File: config.mk
export PLATFORM = sky130hd
export DESIGN_NAME = jk_bank_arbiter
export DESIGN_NICKNAME = d
export VERILOG_FILES = /design/src/rtl/jk_bank_arbiter.sv
export SDC_FILE = /design/constraint.sdc
export NUM_CORES = 1
export LEC_CHECK = 0
export ABC_AREA = 0
export BUFFER_PORTS_ARGS = -buffer_cell sky130_fd_sc_hd__buf_2
export CORE_MARGIN = 2
export CORE_UTILIZATION = 25
export CTS_BUF_LIST = sky130_fd_sc_hd__clkbuf_16
export DETAILED_ROUTE_END_ITERATION = 10
export HOLD_SLACK_MARGIN = 0.15
export SKIP_LAST_GASP = 1
export SLEW_MARGIN = 20
export SYNTH_ARGS = -nofsm -noshare
export SYNTH_HDL_FRONTEND = slang
export SYNTH_SLANG_ARGS = --single-unit
File: constraint.sdc
create_clock -name i_clk -period 1.6 [get_ports i_clk]
set_input_delay 0 -clock i_clk [delete_from_list [all_inputs] [get_ports i_clk]]
set_output_delay 0 -clock i_clk [all_outputs]
set_load 0.02 [all_outputs]
File: src/rtl/jk_bank_arbiter.sv
// ---------------------------------------------------------------------------
// jk_bank_arbiter
//   Bank of WIDTH JK flip-flop cells shared between two requesters. A request
//   is arbitrated in IDLE, the winner's {j,k} op and cell mask are latched,
//   the op is applied to the masked cells one cycle later, and a one-cycle
//   done pulse closes the transaction. One op at most every 3 cycles.
//
//   Configuration macro: JK_BANK_FIXED_PRIO_EN
//     defined   : requester 0 always wins a tie (no round-robin pointer)
//     undefined : round-robin, the requester not served last wins a tie
//
// Ports
//   i_clk            rising-edge clock
//   i_rst            synchronous reset, active high, highest priority
//   i_req0/i_req1    transaction request level per requester
//   i_jk0/i_jk1      op {j,k}: 00 hold, 01 clear, 10 set, 11 toggle
//   i_mask0/i_mask1  cell select, 1 = apply op to that cell
//   o_gnt0/o_gnt1    requester owns the bank (APPLY + DONE cycles)
//   o_done           one-cycle completion pulse, q already updated
//   o_q              cell outputs
//   o_qb             ~o_q
// ---------------------------------------------------------------------------
module jk_bank_arbiter #(
    parameter int WIDTH = 8
) (
    input  logic             i_clk,
    input  logic             i_rst,
    input  logic             i_req0,
    input  logic [1:0]       i_jk0,
    input  logic [WIDTH-1:0] i_mask0,
    input  logic             i_req1,
    input  logic [1:0]       i_jk1,
    input  logic [WIDTH-1:0] i_mask1,
    output logic             o_gnt0,
    output logic             o_gnt1,
    output logic             o_done,
    output logic [WIDTH-1:0] o_q,
    output logic [WIDTH-1:0] o_qb
);

    localparam logic [1:0] ST_IDLE  = 2'd0;
    localparam logic [1:0] ST_APPLY = 2'd1;
    localparam logic [1:0] ST_DONE  = 2'd2;

    logic [1:0]       r_state;
    logic [1:0]       r_jk;
    logic [WIDTH-1:0] r_mask;
    logic [WIDTH-1:0] r_q;
    logic             r_gnt0;
    logic             r_gnt1;
    logic             r_done;
`ifndef JK_BANK_FIXED_PRIO_EN
    logic             r_sel;   // requester currently being served
    logic             r_last;  // requester served last (1 = req1)
`endif

    logic             w_pick1;
    logic [WIDTH-1:0] w_q_next;

    // Winner selection; only meaningful when at least one request is high.
    always_comb begin
        w_pick1 = 1'b0;
`ifdef JK_BANK_FIXED_PRIO_EN
        w_pick1 = i_req1 && !i_req0;
`else
        // On a tie, req1 wins only if req0 was the one served last.
        w_pick1 = i_req1 && (!i_req0 || !r_last);
`endif
    end

    // Per-cell JK next state under the latched op and mask.
    always_comb begin
        w_q_next = r_q;
        for (int i = 0; i < WIDTH; i++) begin
            if (r_mask[i]) begin
                case (r_jk)
                    2'b01:   w_q_next[i] = 1'b0;
                    2'b10:   w_q_next[i] = 1'b1;
                    2'b11:   w_q_next[i] = ~r_q[i];
                    default: w_q_next[i] = r_q[i];
                endcase
            end
        end
    end

    always_ff @(posedge i_clk) begin
        if (i_rst) begin
            r_state <= ST_IDLE;
            r_jk    <= 2'b00;
            r_mask  <= '0;
            r_q     <= '0;
            r_gnt0  <= 1'b0;
            r_gnt1  <= 1'b0;
            r_done  <= 1'b0;
`ifndef JK_BANK_FIXED_PRIO_EN
            r_sel   <= 1'b0;
            r_last  <= 1'b1;   // pretend req1 went last so req0 wins the first tie
`endif
        end else begin
            case (r_state)
                ST_IDLE: begin
                    if (i_req0 || i_req1) begin
                        r_jk    <= w_pick1 ? i_jk1   : i_jk0;
                        r_mask  <= w_pick1 ? i_mask1 : i_mask0;
                        r_gnt0  <= !w_pick1;
                        r_gnt1  <= w_pick1;
`ifndef JK_BANK_FIXED_PRIO_EN
                        r_sel   <= w_pick1;
`endif
                        r_state <= ST_APPLY;
                    end
                end
                ST_APPLY: begin
                    r_q     <= w_q_next;
                    r_done  <= 1'b1;
                    r_state <= ST_DONE;
                end
                ST_DONE: begin
                    r_gnt0  <= 1'b0;
                    r_gnt1  <= 1'b0;
                    r_done  <= 1'b0;
`ifndef JK_BANK_FIXED_PRIO_EN
                    r_last  <= r_sel;
`endif
                    r_state <= ST_IDLE;
                end
                default: begin
                    // Unreachable encoding: release the bank and recover.
                    r_gnt0  <= 1'b0;
                    r_gnt1  <= 1'b0;
                    r_done  <= 1'b0;
                    r_state <= ST_IDLE;
                end
            endcase
        end
    end

    assign o_gnt0 = r_gnt0;
    assign o_gnt1 = r_gnt1;
    assign o_done = r_done;
    assign o_q    = r_q;
    assign o_qb   = ~r_q;

endmodule
# After elaboration in Yosys (flattened, before gate mapping)

Index checks and enable logic that the tools add are counted.

Equality and inequality tests: 6
Muxes and demuxes: 17
Bitwise gates (word level): 10
Reduce and logical (&&, ||, !) cells: 18

Operators by type and width:

| cell                 | count |
|---|---|
| $pmux W1 S3          | 8 |
| $reduce_and A3 Y1    | 8 |
| $not A1 Y1           | 9 |
| $mux W8              | 1 |
| $not A8 Y8           | 1 |
| $eq A2 B2 Y1 const B | 3 |
| $pmux W1 S2          | 3 |
| $eq A2 B1 Y1 const B | 2 |
| $mux W2              | 2 |
| $pmux W2 S2          | 1 |
| $reduce_and A2 Y1    | 2 |
| $logic_not A1 Y1     | 3 |
| $reduce_bool A3 Y1   | 1 |
| $logic_not A2 Y1     | 1 |
| $logic_or A1 B1 Y1   | 2 |
| $mux W1              | 2 |
| $ne A2 B2 Y1 const B | 1 |
| $logic_and A1 B1 Y1  | 1 |

Bits in registers: 25
Input port bits: 24
Output and inout bits: 19

# Logic depth before layout (Yosys ltp)

Gate-level depths: netlist of run 1.

Depth after elaboration: 6
Gate-level depth with buffers: 5

# Worst setup path after synthesis of run 1

OpenSTA, ideal clock, no wires.

Path type: reg-to-reg
Start point: reg r_state[0]
End point: reg r_jk[0]
Library setup time: 137 ps
Arrival time: 1031 ps
Slack: 432 ps
Cell stages (with the launch flop): 6
Path buffers: 2
Period minus slack after synthesis: 1168 ps
Cell sequence: dfxtp_1 buf_2 or2_1 buf_2 o21ai_0 a31oi_1

Cells in the longest elaborated chain, start to end: 2

Ends and longest elaborated chain:

| what                               | RTL line | source |
|---|---|---|
| start, declared                    | 45       | `logic [1:0] r_state;` |
| start signal, assigned             | 88       | `r_state <= ST_IDLE;` |
| start signal, assigned             | 110      | `r_state <= ST_APPLY;` |
| start signal, assigned             | 116      | `r_state <= ST_DONE;` |
| $logic_not A2 Y1                   | 100      | `case (r_state)` |
| $reduce_and A2 Y1 (no source line) | --       |  |
| end signal, assigned               | 103      | `r_jk <= w_pick1 ? i_jk1 : i_jk0;` |
| end, declared                      | 46       | `logic [1:0] r_jk;` |

No other way between the ends.
A chain may end at the register's enable or synchronous reset.

# Worst setup path after layout of run 1

Start point: in i_req0
End point: reg r_mask[3]

Cells in the longest elaborated chain, start to end: 4

Ends and longest elaborated chain:

| what                 | RTL line | source |
|---|---|---|
| start, declared      | 28       | `input logic i_req0,` |
| $logic_not A1 Y1     | 67       | `w_pick1 = i_req1 && (!i_req0 \|\| !r_last);` |
| $logic_or A1 B1 Y1   | 67       |  |
| $logic_and A1 B1 Y1  | 67       |  |
| $mux W8              | 104      | `r_mask <= w_pick1 ? i_mask1 : i_mask0;` |
| end signal, assigned | 104      |  |
| end, declared        | 47       | `logic [WIDTH-1:0] r_mask;` |

Several ways; a longest one is shown, not always the timed one.

==> results of run 1 <==
## power by group through the flow
stage                     Combinational (mW)  Sequential (mW)  Clock [mW]
after floorplan                        0.159            0.708           0
after global routing                   0.280            0.706       0.612
after CTS                              0.253            0.699       0.579
final                                  0.251            0.699       0.561
after global placement                 0.212            0.712           0
after detailed placement               0.213            0.712           0
## per-stage QoR
step	util, %	setup slack (ns)	instance area (um^2)	power [mW]
floorplan	-	0.432	1160	0.867
global placement	31.1	0.294	1370	0.924
detailed placement	31.1	0.266	1370	0.925
CTS	37.7	0.203	1670	1.53
global route	37.7	0.103	1670	1.60
finish	37.7	0.226	1670	1.51
## layout make-up
| class | instances | area (um^2) | share of cell area [%] |
|---|---|---|---|
| inverter | 16 | 60.1 | 3.61 |
| sequential | 25 | 500 | 30.1 |
| timing repair buffer | 63 | 420 | 25.2 |
| multi-input combinational | 85 | 537 | 32.2 |
| tap | 52 | 65.1 | 3.91 |
| clock inverter | 1 | 7.51 | 0.451 |
| clock buffer | 3 | 75.1 | 4.51 |
## worst max-delay path, cell delays in order
cell and delay (ns):
dlygate4sd3_1 0.52, buf_2 0.19, a21boi_4 0.41, mux2i_1 0.28, a211oi_2 0.09
## sequential cells by signal, summed over array words and instances (netlist names)
name,cells
r_sel,1
r_jk,2
o_gnt0,1
r_mask,8
r_state,2
o_q,8
o_gnt1,1
o_done,1
r_last,1
## placed cells by master, fill, tap and decap left out
| cell | count |
|---|---|
| a31oi_1 | 5 |
| dfxtp_1 | 25 |
| o21bai_1 | 1 |
| a211oi_2 | 3 |
| o21ai_0 | 13 |
| buf_2 | 42 |
| nand2b_1 | 1 |
| a211oi_1 | 2 |
| or2_2 | 1 |
| nor2_4 | 2 |
| nor3_1 | 6 |
| nand3_1 | 12 |
| or2_1 | 1 |
| a22oi_1 | 1 |
| clkbuf_16 | 3 |
| clkinvlp_4 | 1 |
| inv_1 | 16 |
| or2b_1 | 2 |
| a21oi_1 | 15 |
| a32oi_1 | 1 |
| dlygate4sd3_1 | 21 |
| and3b_1 | 1 |
| nor3b_1 | 1 |
| mux2i_1 | 5 |
| nand3b_1 | 1 |
| nor2_1 | 3 |
| nand2_1 | 2 |
| a21boi_4 | 1 |
| nand4_1 | 5 |
## routing by layer
metal  global-route usage [%]  wire length [um]  vias to the layer above
met5                        0                 0                        -
met4                     3.14                17                        0
met3                     3.19               169                        2
met2                     21.9              1570                       31
met1                     14.8              1320                      537
li1                         -                 -                      591
## how the worst min path moves through the flow
stage / endpoint / from / slack (ns)
5_1_grt: o_q[2] / i_rst / 0.22
2_1_floorplan: r_jk[0] / i_jk1[0] / 0.17
3_5_place_dp: r_mask[5] / i_mask1[5] / 0.29
6_report: o_q[5] / i_rst / 0.19
4_1_cts: r_state[0] / i_req1 / 0.18
3_3_place_gp: r_jk[0] / i_jk1[0] / 0.29
## timing repair
| item | in CTS | in global routing |
|---|---|---|
| buffers inserted | 0 | 0 |
| hold endpoints to repair | 10 | 0 |
| hold buffers | 21 | 0 |
## cells by family after synthesis
group / after synthesis / synth area share [%]
AOI/OAI and AO/OA: 42 / 23.0
and+or+nand+nor: 38 / 19.0
buffers and inverters: 26 / 10.6
DFF: 25 / 43.1
muxes: 5 / 4.32
==> summary.md, run 1 <==
| Metric | Value |
|---|---|
| Worst setup path end | r_mask[3] |
| Crit. Startpoint | i_req0 |
| Most frequent cell after synthesis | dfxtp_1 |
| Placed insts | 220 |
| Netlist cell types | 29 |
| Cell area power density | 907 nW/um^2 |
| Fillers | 477 |
| Routability cong. | 0.733 |
| Post-route ant nets | 0 |
| Residual DRC | 0 |
| Final net count | 218 |
| Cell Area, Synth | 1160 um^2 |
| R2R Path End | o_q[1] |
| Die Span Y | 72.1 um |
| Total wire length | 3080 um |
| CP Capture Type | register |
| Post-synth EDFFs | 0 |
| Sw frac | 25.5% |
| Gate power share | 16.6% |
| Die width | 72.1 um |
| HP Class | primary input to register |
| TNS Setup | 0 ns |
| Clock sinks | 25 |
| CTS Root Cell | clkbuf_16 |
| Pins over their slew limit | 0 |
| Slew @ Worst Pin | 0.552 ns |
| WHS Path Cells | 2 |
| PortBufs | 42 |
| RSZ-0062 raised after global routing | false |
| Internal Power | 1.12 mW |
| Initial core utilization | 26.3% |
| DR iter-0 viols | 83 |
| Crit path launch type | primary input |
| Synth cell count leaders | dfxtp_1 (25), inv_1 (16), a21oi_1 (15) |
| Max-cap check violation count | 0 |
| Non-filler cells, final | 245 |
| Final setup skew | 0.00775 ns |
| Maximum vdd drop | 410 uV |
| Reported net switching power | 0.386 mW |
| Register area share after synthesis | 43.1% |
| Total CTS buffers | 3 |
| Cells after Synth | 136 |
| PostCTS Resize Cnt | 0 |
| Leakage | 0.655 nW |
| #FFs+latches synth | 25 |
| Drt via density | 4.74 |
| Row count | 24 |
| Kind of critical path | primary input to register |
| CTS tree | built |
| CTS clk-pin slew, worst paths | 0.07 ns |
| Minimum hold slack | 0.192 ns |
| Area leader, netlist | dfxtp_1 |
| Gr usage total | 12.3% |
| Worst EP arrival | 1.51 ns |
| Largest cells by area after synthesis | dfxtp_1 (43%), a21oi_1 (6.5%), o21ai_0 (5.6%) |
| Vias in the first global route | 1179 |
| Synthesized net count | 160 |
| Largest net degree at the start of global routing | 26 |
| Area share of the largest cell type after synthesis | 43.1% |
| I/O pin count | 43 |
| Reg2reg path depth | 3 |
| Initial antenna violation count | 0 |
| Clk Latency, worst-skew pair | 0.26 ns |
| CP max FO | 12 |
| Antenna Cells | 0 |
| Most used DFF post-synth | dfxtp_1 |
| H-tree levels | 1 |
| Deepest clock path buffer count | 2 |
| Setup Viol. Count Final | 0 |
| Total die area | 5200 um^2 |
| Synth warn | 0 |
| Status | finished clean |
| Core ar. | 4410 um^2 |
| Via count | 1161 |
| Final Cycle Share | 85.9% |
| Hold Fails Final Rpt | 0 |
| Max Freq | 728 MHz |
| Fin crit period | 1.37 ns |
| Layout cell share with drive strength beyond 1 | 27.5% |
| Worst reg2reg setup slack | 0.27 ns |
| Synthesized area per cell | 8.53 um^2 |
| Clock share of power | 37.1% |
| Rel. slew slack | 63.1% |
| Area grow syn2layout | 43.6% |
| Remaining Overflow, GRT | 0 |
| Sequential fraction of design power | 46.3% |
| First-pass GRT wire length | 5100 um |
| Asr flop ratio synth | 0% |
| Reg2Reg Launch Point | r_state[0] |
| Drt pass-1 iters | 4 |
| DP HPWL | 2080 um |
| Required time worst endpoint | 1.73 ns |
| Wire length per cell | 12.6 um |
Note: power is estimated with default switching activity, not from simulation.
==> run 2, diff against run 1 <==
CTS_BUF_LIST = sky130_fd_sc_hd__clkbuf_8   (was sky130_fd_sc_hd__clkbuf_16)
==> run 2 against run 1 <==
Compared with the run above: maximum frequency grew 1.5%; sequential power is essentially flat; critical path depth is the same; setup slack gained 0.021 ns; core utilization shrank 0.77 points; via count grew 0.78%; first-iteration DRC count shrank 6.0%; sequential share of layout area grew 0.62 points; non-clock buffer count is the same.
==> summary.md, run 2 (same netlist as run 1, synthesis figures left out) <==
| Metric | Value |
|---|---|
| CP peak stage delay | 0.52 ns (about the same) |
| PortBufs | 42 (unchanged) |
| Final setup skew | 0.0103 ns (+0.00256 ns) |
| Drt pass-1 iters | 4 (unchanged) |
| PostCTS Resize Cnt | 0 (unchanged) |
| Final Cycle Share | 84.6% (-1.3 points) |
| Fin crit period | 1.35 ns (-0.0206 ns) |
| Worst EP arrival | 1.51 ns (about the same) |
| First-pass GRT wire length | 5130 um (+0.67%) |
| Crit path launch type | primary input |
| Max Freq | 739 MHz (+1.5%) |
| Rel. slew slack | 65.1% (+2.0 points) |
| CP Capture Type | register |
| Clock sinks | 25 (unchanged) |
| Clk Latency, worst-skew pair | 0.28 ns (+0.02 ns) |
| I/O pin count | 43 (unchanged) |
| Post-route cell area | 1630 um^2 (-2.0%) |
| Final net count | 218 (unchanged) |
| Post-route ant nets | 0 (unchanged) |
| HP Class | primary input to register |
| Status | finished clean |
| Wire length per cell | 12.6 um (about the same) |
| Initial core utilization | 26.3% (unchanged) |
| Die Span Y | 72.1 um (unchanged) |
| Crit-path slowest cell | dlygate4sd3_1 |
| Via count | 1170 (+0.78%) |
| Postcts setup bufs | 0 (unchanged) |
| CTS tree | built |
| Layout cell share with drive strength beyond 1 | 27.5% (unchanged) |
| Deepest clock path buffer count | 2 (unchanged) |
| Placed Area | 1370 um^2 (unchanged) |
| Row count | 24 (unchanged) |
| Cell area power density | 819 nW/um^2 (-9.7%) |
| Crit-path leading delay family | buffers and inverters |
| Hold_buf cts | 21 (unchanged) |
| Kind of critical path | primary input to register |
| Residual DRC | 0 (unchanged) |
| Crit-path cells | dlygate4sd3_1 -> buf_2 -> a21boi_4 -> mux2i_1 -> a211oi_2 |
| Post-layout util | 37.0% (-0.77 points) |
| Antenna Cells | 0 (unchanged) |
| CTS Root Cell | clkbuf_8 |
| Max-cap check violation count | 0 (unchanged) |
| DP HPWL | 2080 um (unchanged) |
| Commonest non-fill, non-tap cells in the layout | buf_2 (42), dfxtp_1 (25), dlygate4sd3_1 (21) |
| Die width | 72.1 um (unchanged) |
| Total wire length | 3080 um (about the same) |
| Multi-input combinational cell area | 537 um^2 (unchanged) |
| Slew @ Worst Pin | 0.521 ns (-0.0303 ns) |
| Maximum vdd drop | 334 uV (-18%) |
| Routability cong. | 0.733 (unchanged) |
| Buf/Inv on CP | 2 (unchanged) |
| Power Total | 1.34 mW (-12%) |
| Core ar. | 4410 um^2 (unchanged) |
| RSZ-0062 raised after global routing | false |
| Vias in the first global route | 1168 (-0.93%) |
| Most common cell after layout, fill and taps aside | buf_2 |
| Drt via density | 4.78 (+0.78%) |
| Total die area | 5200 um^2 (unchanged) |
| Leakage | 0.640 nW (-2.4%) |
| Fillers | 478 (+0.21%) |
| Pins over their slew limit | 0 (unchanged) |
| DR iter-0 viols | 78 (-6.0%) |
| H-tree levels | 1 (unchanged) |
| Gr usage total | 12.5% (+0.11 points) |
| Initial antenna violation count | 0 (unchanged) |
| Largest net degree at the start of global routing | 26 (unchanged) |
| Setup Viol. Count Final | 0 (unchanged) |
| CP max FO | 12 (unchanged) |
| CTS clk-pin slew, worst paths | 0.10 ns (+0.03 ns) |
| Remaining Overflow, GRT | 0 (unchanged) |
| TNS Setup | 0 ns (unchanged) |
| Total CTS buffers | 3 (unchanged) |
| Hold Fails Final Rpt | 0 (unchanged) |
| Register Area | 500 um^2 (unchanged) |
| Required time worst endpoint | 1.75 ns (+0.02 ns) |
| Area grow syn2layout | 40.7% |
==> run 2: area by class of cell <==
class                           count  area share [%]
Clock buffer                        3            2.53
Clock inverter                      1           0.460
Inverter                           16            3.68
Multi-Input combinational cell     85            32.9
Sequential cell                    25            30.7
Tap cell                           52            3.99
Timing Repair Buffer               63            25.8
==> run 2: metal layers <==
| layer | up-vias | GRT usage (%) | wire, um |
|---|---|---|---|
| li1 | 593 | - | - |
| met1 | 546 | 14.8 | 1350 |
| met2 | 26 | 21.9 | 1520 |
| met3 | 5 | 3.61 | 175 |
| met4 | 0 | 3.14 | 27 |
| met5 | - | 0 | 0 |
==> run 2: final timing paths <==
check	cells past startpoint	endpoint	startpoint	slack, ns
worst min register to register	2	r_sel	r_sel	0.49
worst max-delay path	5	r_mask[3]	i_req0	0.25
worst min-delay path	2	o_q[5]	i_rst	0.17
worst max register to register	3	o_q[3]	r_state[0]	0.26
==> run 2: report_power, final <==
part / switching [mW] / internal, mW
clock network: 0.210 / 0.177
registers: 0.0357 / 0.664
logic: 0.129 / 0.121
total: 0.375 / 0.962
==> run 2: metrics by stage <==
step | hold WS, ns | instances | worst slack [ns]
after floorplan | 0.171 | 136 | 0.432
after global placement | 0.290 | 220 | 0.294
after detailed placement | 0.289 | 220 | 0.266
after CTS | 0.162 | 245 | 0.240
after global routing | 0.188 | 245 | 0.112
final | 0.170 | 245 | 0.246
